<file path="config.mk">
export PLATFORM = sky130hd
export DESIGN_NAME = mac_tile_ctrl
export DESIGN_NICKNAME = d
export VERILOG_FILES = /design/src/rtl/mac_tile_ctrl.sv
export SDC_FILE = /design/constraint.sdc
export NUM_CORES = 1
export LEC_CHECK = 0
export CAP_MARGIN = 20
export CORE_ASPECT_RATIO = 0.5
export CORE_UTILIZATION = 50
export DETAILED_ROUTE_END_ITERATION = 10
export GPL_TIMING_DRIVEN = 0
export PLACE_DENSITY = 0.86
export SLEW_MARGIN = 10
export SYNTH_ARGS = -nofsm -noshare
export SYNTH_HDL_FRONTEND = slang
export SYNTH_SLANG_ARGS = --single-unit
</file>
<file path="constraint.sdc">
create_clock -name clk -period 2.6 [get_ports clk]
set_clock_uncertainty 0.05 [all_clocks]
set_input_delay 0.52 -clock clk [delete_from_list [all_inputs] [get_ports clk]]
set_output_delay 0.52 -clock clk [all_outputs]
set_load 0.02 [all_outputs]
</file>
<file path="src/rtl/mac_tile_ctrl.sv">
// -----------------------------------------------------------------------------
// mac_tile_ctrl
//
// Sequencing controller for one output tile of the mac8-based systolic array.
// It accepts a job descriptor (reduction depth k), issues the array-wide
// synchronous clear, and gates the accumulate enable on each accepted operand
// beat. It then runs a fixed drain of D = 2*(DIM-1) cycles so the skewed
// wavefront reaches the last PE. Finally it presents the finished tile together
// with a sticky saturation summary.
//
// Ports:
//   clk, rst                  clock, synchronous active-high reset
//   abort                     synchronous job abort (ignored in IDLE)
//   start_valid/start_ready   job descriptor handshake, cfg_k sampled on it
//   cfg_k                     reduction depth, legal range 1..K_MAX
//   err_cfg                   one-cycle pulse after a rejected descriptor
//   in_valid/in_ready         operand beat handshake on the array edge
//   drain_zero                feeder must drive zero operands (drain phase)
//   mac_clr, mac_en           array-wide clear / accumulate enable
//   sat_any                   OR of all PE saturation flags
//   res_valid/res_ready       completed tile handshake
//   res_sat                   some PE saturated during this job
//   busy                      controller is not idle
// -----------------------------------------------------------------------------
module mac_tile_ctrl #(
    parameter int DIM   = 8,
    parameter int K_MAX = 64,
    parameter int KW    = $clog2(K_MAX + 1)
) (
    input  logic          clk,
    input  logic          rst,
    input  logic          abort,
    input  logic          start_valid,
    output logic          start_ready,
    input  logic [KW-1:0] cfg_k,
    output logic          err_cfg,
    input  logic          in_valid,
    output logic          in_ready,
    output logic          drain_zero,
    output logic          mac_clr,
    output logic          mac_en,
    input  logic          sat_any,
    output logic          res_valid,
    input  logic          res_ready,
    output logic          res_sat,
    output logic          busy
);

    // Drain length and the width of its down-counter (at least one bit).
    localparam int D        = 2 * (DIM - 1);
    localparam int DCW      = (D > 0) ? $clog2(D + 1) : 1;
    localparam int D_LOAD_I = (D > 0) ? (D - 1) : 0;
    localparam logic [DCW-1:0] D_LOAD = DCW'(D_LOAD_I);

    typedef enum logic [2:0] {
        S_IDLE  = 3'd0,
        S_CLEAR = 3'd1,
        S_FEED  = 3'd2,
        S_DRAIN = 3'd3,
        S_DONE  = 3'd4
    } state_t;

    state_t          state_q, state_d;
    logic [KW-1:0]   k_q, k_d;
    logic [KW-1:0]   beat_q, beat_d;
    logic [DCW-1:0]  drain_q, drain_d;
    logic            sat_q, sat_d;
    logic            err_q, err_d;

    logic            cfg_bad_s;
    logic            beat_s;
    logic            last_beat_s;

    // Descriptor legality and beat decode.
    always_comb begin
        cfg_bad_s   = (cfg_k == {KW{1'b0}}) || (cfg_k > KW'(K_MAX));
        beat_s      = (state_q == S_FEED) && in_valid;
        last_beat_s = beat_s && (beat_q == (k_q - KW'(1)));
    end

    // Next-state and counter logic; abort overrides every transition at the end.
    always_comb begin
        state_d = state_q;
        k_d     = k_q;
        beat_d  = beat_q;
        drain_d = drain_q;
        sat_d   = sat_q;
        err_d   = 1'b0;

        case (state_q)
            S_IDLE: begin
                if (start_valid) begin
                    if (cfg_bad_s) begin
                        err_d = 1'b1;
                    end else begin
                        k_d     = cfg_k;
                        state_d = S_CLEAR;
                    end
                end else begin
                    state_d = S_IDLE;
                end
            end

            S_CLEAR: begin
                // The array is being cleared this cycle: start a fresh job record.
                sat_d   = 1'b0;
                beat_d  = {KW{1'b0}};
                state_d = S_FEED;
            end

            S_FEED: begin
                sat_d = sat_q | sat_any;
                if (beat_s) begin
                    beat_d = beat_q + KW'(1);
                    if (last_beat_s) begin
                        drain_d = D_LOAD;
                        // A 1x1 array has no skew, so there is nothing to drain.
                        state_d = (D == 0) ? S_DONE : S_DRAIN;
                    end else begin
                        state_d = S_FEED;
                    end
                end else begin
                    state_d = S_FEED;
                end
            end

            S_DRAIN: begin
                sat_d = sat_q | sat_any;
                if (drain_q == {DCW{1'b0}}) begin
                    state_d = S_DONE;
                end else begin
                    drain_d = drain_q - DCW'(1);
                end
            end

            S_DONE: begin
                // Keep sampling here: PE saturation flags are registered and lag
                // the last enable by a cycle.
                sat_d = sat_q | sat_any;
                if (res_ready) begin
                    state_d = S_IDLE;
                end else begin
                    state_d = S_DONE;
                end
            end

            default: begin
                state_d = S_IDLE;
            end
        endcase

        if (abort && (state_q != S_IDLE)) begin
            state_d = S_IDLE;
        end else begin
            state_d = state_d;
        end
    end

    // State and counter registers with synchronous reset.
    always_ff @(posedge clk) begin
        if (rst) begin
            state_q <= S_IDLE;
            k_q     <= {KW{1'b0}};
            beat_q  <= {KW{1'b0}};
            drain_q <= {DCW{1'b0}};
            sat_q   <= 1'b0;
            err_q   <= 1'b0;
        end else begin
            state_q <= state_d;
            k_q     <= k_d;
            beat_q  <= beat_d;
            drain_q <= drain_d;
            sat_q   <= sat_d;
            err_q   <= err_d;
        end
    end

    // Output decodes. Every output is forced low while rst is asserted, even in
    // the first reset cycle before the state register has been cleared.
    always_comb begin
        start_ready = !rst && (state_q == S_IDLE);
        err_cfg     = !rst && err_q;
        in_ready    = !rst && (state_q == S_FEED);
        drain_zero  = !rst && (state_q == S_DRAIN);
        mac_clr     = !rst && (state_q == S_CLEAR);
        mac_en      = !rst && (((state_q == S_FEED) && in_valid) || (state_q == S_DRAIN));
        res_valid   = !rst && (state_q == S_DONE);
        res_sat     = !rst && (state_q == S_DONE) && (sat_q || sat_any);
        busy        = !rst && (state_q != S_IDLE);
    end

endmodule

</file>
==> impl_metrics.csv <==
group,metric,value,unit
synthesis,ys_warn_count,0,
worst_hold_path,whs_path_depth,2,
route,dr.pass1.iters,4,
floorplan,ioPinCount,23,
sta,max_freq,407,MHz
clock_network,clock-sinks,23,
placement,gp_congestion,0.881,
placement,placedCellCount,222,
route,first_iter_violations,108,
global_routing,globalRouteMet2Util,34.9,%
floorplan,num_rows,12,
global_routing,grt_max_degree,16,
clock_network,clkTransAtPathRegs,0.09,ns
worst_hold_path,hp-class,"flop to flop",
route,ant_nets,0,
route,vias,1294,
finish,layout_common_cells,"nor2_1, dfxtp_1, clkdlybuf4s50_1",
global_routing,antenna_found_initial,0,
synthesis,synth_seq_cells,23,
finish,stdcell_count,224,
synthesis,syn_inst,165,
floorplan,dieArea,2900,um^2
clock_network,clock_latency,0.27,ns
setup_path,worstSetupEndpointType,"output pin",
finish,final_common_cell,"nor2_1",
floorplan,coreArea,2370,um^2
sta,worstMarginPinSlew,0.668,ns
global_routing,met1_usage,33.1,%
global_routing,grt_overflow,0,
setup_path,cp.arrival,1.88,ns
global_routing,busiest_layer,"met2",
synthesis,ys_seq_area_share,34.4,%
finish,fill_cells,212,
sta,slew_headroom,55.4,%
synthesis,postSynthAreaPerCell,8.11,um^2
setup_path,slowest_delay,0.59,ns
setup_path,cp_cell_sequence,"buf_2, nand2_1, nor2_1, o21a_1, clkdlybuf4s50_1",
floorplan,die_w,75.1,um
power_and_ir_drop,peakVddDrop,334,uV
finish,antenna_cells,0,
setup_path,crit_path_max_fanout,10,
route,post_drt_via_cell_ratio,5.78,
finish,drive_gt1_share,6.88,%
route,wire_per_inst,13.9,um
power_and_ir_drop,power.switching,223,uW
power_and_ir_drop,cellPowerDensity,469,nW/um^2
global_routing,grt_pass1_wl,4800,um
synthesis,synth_nets,182,
synthesis,synth_flop_cell,"dfxtp_1",
global_routing,track_usage,23.4,%
sta,finalHoldViolCount,0,
sta,fin_crit_sh,94.4,%
finish,syn_to_final_growth,23.1,%
route,drt_wl_total,3110,um
floorplan,die_h,38.6,um
clock_network,cts-root-buf,"clkbuf_8",
sta,grt_setup_unrepaired,"false",
power_and_ir_drop,switching_share,28.9,%
floorplan,initial_core_util,56.4,%
sta,worst_hold_slack,0.476,ns
global_routing,grtUsageMet3,5.47,%
route,drc,0,
power_and_ir_drop,p_leak,0.000687,uW
setup_path,crit_required,2.03,ns
synthesis,async_flop_share,0,%
power_and_ir_drop,p_clk_share,30.0,%
synthesis,synth_edf_count,0,
finish,fin_nets,207,
clock_network,h-tree-depth,1,
clock_network,cts_hold_buf,0,
placement,port_buffers,22,
clock_network,clockBufferDepth,2,
power_and_ir_drop,p_int,548,uW
power_and_ir_drop,seqPwrFrac,49.6,%
clock_network,cts_setup_buffers,0,
run_status,status,"finished clean",
sta,slew_viol_final,0,
setup_path,rrSetupSlack,0.37,ns
sta,setup_viol,0,
flow_run,drv_cap,0,
sta,period_minus_slack,2.45,ns
clock_network,cts_buffers,3,
synthesis,synthDistinctLibCells,39,
synthesis,syn_area,1340,um^2
setup_path,crit_path_top_delay_cell,"clkdlybuf4s50_1",
placement,dp_hpwl,2330,um
setup_path,ff2ff_path_depth,7,
global_routing,grt_pass1_vias,1016,
power_and_ir_drop,p_comb_share,20.4,%
setup_path,cp-start-kind,"flop",
setup_path,critical_path_class,"flop to output pin",
clock_network,cts_tree,"yes",
[worst max-delay path, delay by kind of cell (launching register included)]
kind            cells  cell delay, ns
flops               1            0.40
simple gates        2            0.24
buf+inv             2            0.83
compound gates      1            0.14
[power groups by stage]
| stage | clock network (uW) | registers (uW) | logic (uW) |
|---|---|---|---|
| floorplan | 0 | 380 | 112 |
| global placement | 0 | 383 | 163 |
| detailed placement | 0 | 383 | 166 |
| CTS | 239 | 378 | 161 |
| global route | 245 | 385 | 171 |
| finish | 231 | 383 | 158 |
[flip-flops by register name, indices dropped and copies added (netlist names)]
signal and flops:
k_q 7, beat_q 7, err_q 1, state_q 3, drain_q 4, sat_q 1
[metrics by stage]
| step | worst slack (ns) | cell area (um^2) | setup TNS (ns) | util (%) | power [uW] |
|---|---|---|---|---|---|
| detailed placement | -0.202 | 1600 | -1.12 | 67.5 | 550 |
| global placement | -0.177 | 1600 | -0.993 | 67.5 | 546 |
| finish | 0.145 | 1650 | 0 | 69.4 | 772 |
| CTS | 0.0213 | 1650 | 0 | 69.4 | 778 |
| floorplan | 0.591 | 1340 | 0 | - | 492 |
| global route | 0.0111 | 1650 | 0 | 69.4 | 801 |
[routing by layer]
metal  share of wire, %  up-vias  wire length, um
met1                 48      598             1480
met2                 42       56             1320
li1                   -      635                -
met5                  0        -                0
met3                8.8        5              273
met4                1.2        0               38
[final cells by class]
| type | count | area, um^2 | share of cell area [%] |
|---|---|---|---|
| clock inverter | 1 | 7.51 | 0.456 |
| sequential | 23 | 463 | 28.1 |
| multi-input combinational | 128 | 817 | 49.6 |
| timing repair buffer | 22 | 215 | 13.1 |
| buffer | 4 | 28.8 | 1.75 |
| tap | 35 | 43.8 | 2.66 |
| clock buffer | 3 | 41.3 | 2.51 |
| inverter | 8 | 30.0 | 1.82 |
[cell usage after synthesis (3+ instances only)]
cell type   n  share of area [%]
nor2_1     26                7.3
inv_1       8                2.2
nand2_1    11                3.1
dfxtp_1    23                 34
nor2b_1     3                1.4
nor3_1      6                2.2
a31oi_1     4                1.9
mux2i_1     6                4.5
clkbuf_1    5                1.4
xor2_1      8                5.2
xnor2_1     9                5.9
ha_1        3                2.8
a21oi_1    11                4.1
nand3_1     6                2.2
o21ai_0     4                1.5
nand3b_1    3                1.7
nor4_1      4                1.9
[logic make-up (layout without fill, tap and decap cells)]
logic type	after synthesis	in the layout	synth area share, %
AND/OR/NAND/NOR	69	69	25.4
AO/OA/AOI/OAI	33	33	17.3
flip-flops	23	23	34.4
XOR/XNOR	17	17	11.1
buffers and inverters	14	38	4.49
multiplexers	6	6	4.49
adder cells (fa/ha/maj)	3	3	2.81
[final timing paths]
kind / from / end
min reg2reg: drain_q[0] / drain_q[0]
max: state_q[2] / res_sat
max reg2reg: k_q[0] / state_q[0]
min: drain_q[0] / drain_q[0]
[timing repair]
| action | CTS | global route |
|---|---|---|
| hold endpoints to repair | 0 | 0 |
| gates resized for setup | 10 | 4 |
| endpoints found under the setup margin | 7 | 1 |
Power figures use the tool's default switching activity.
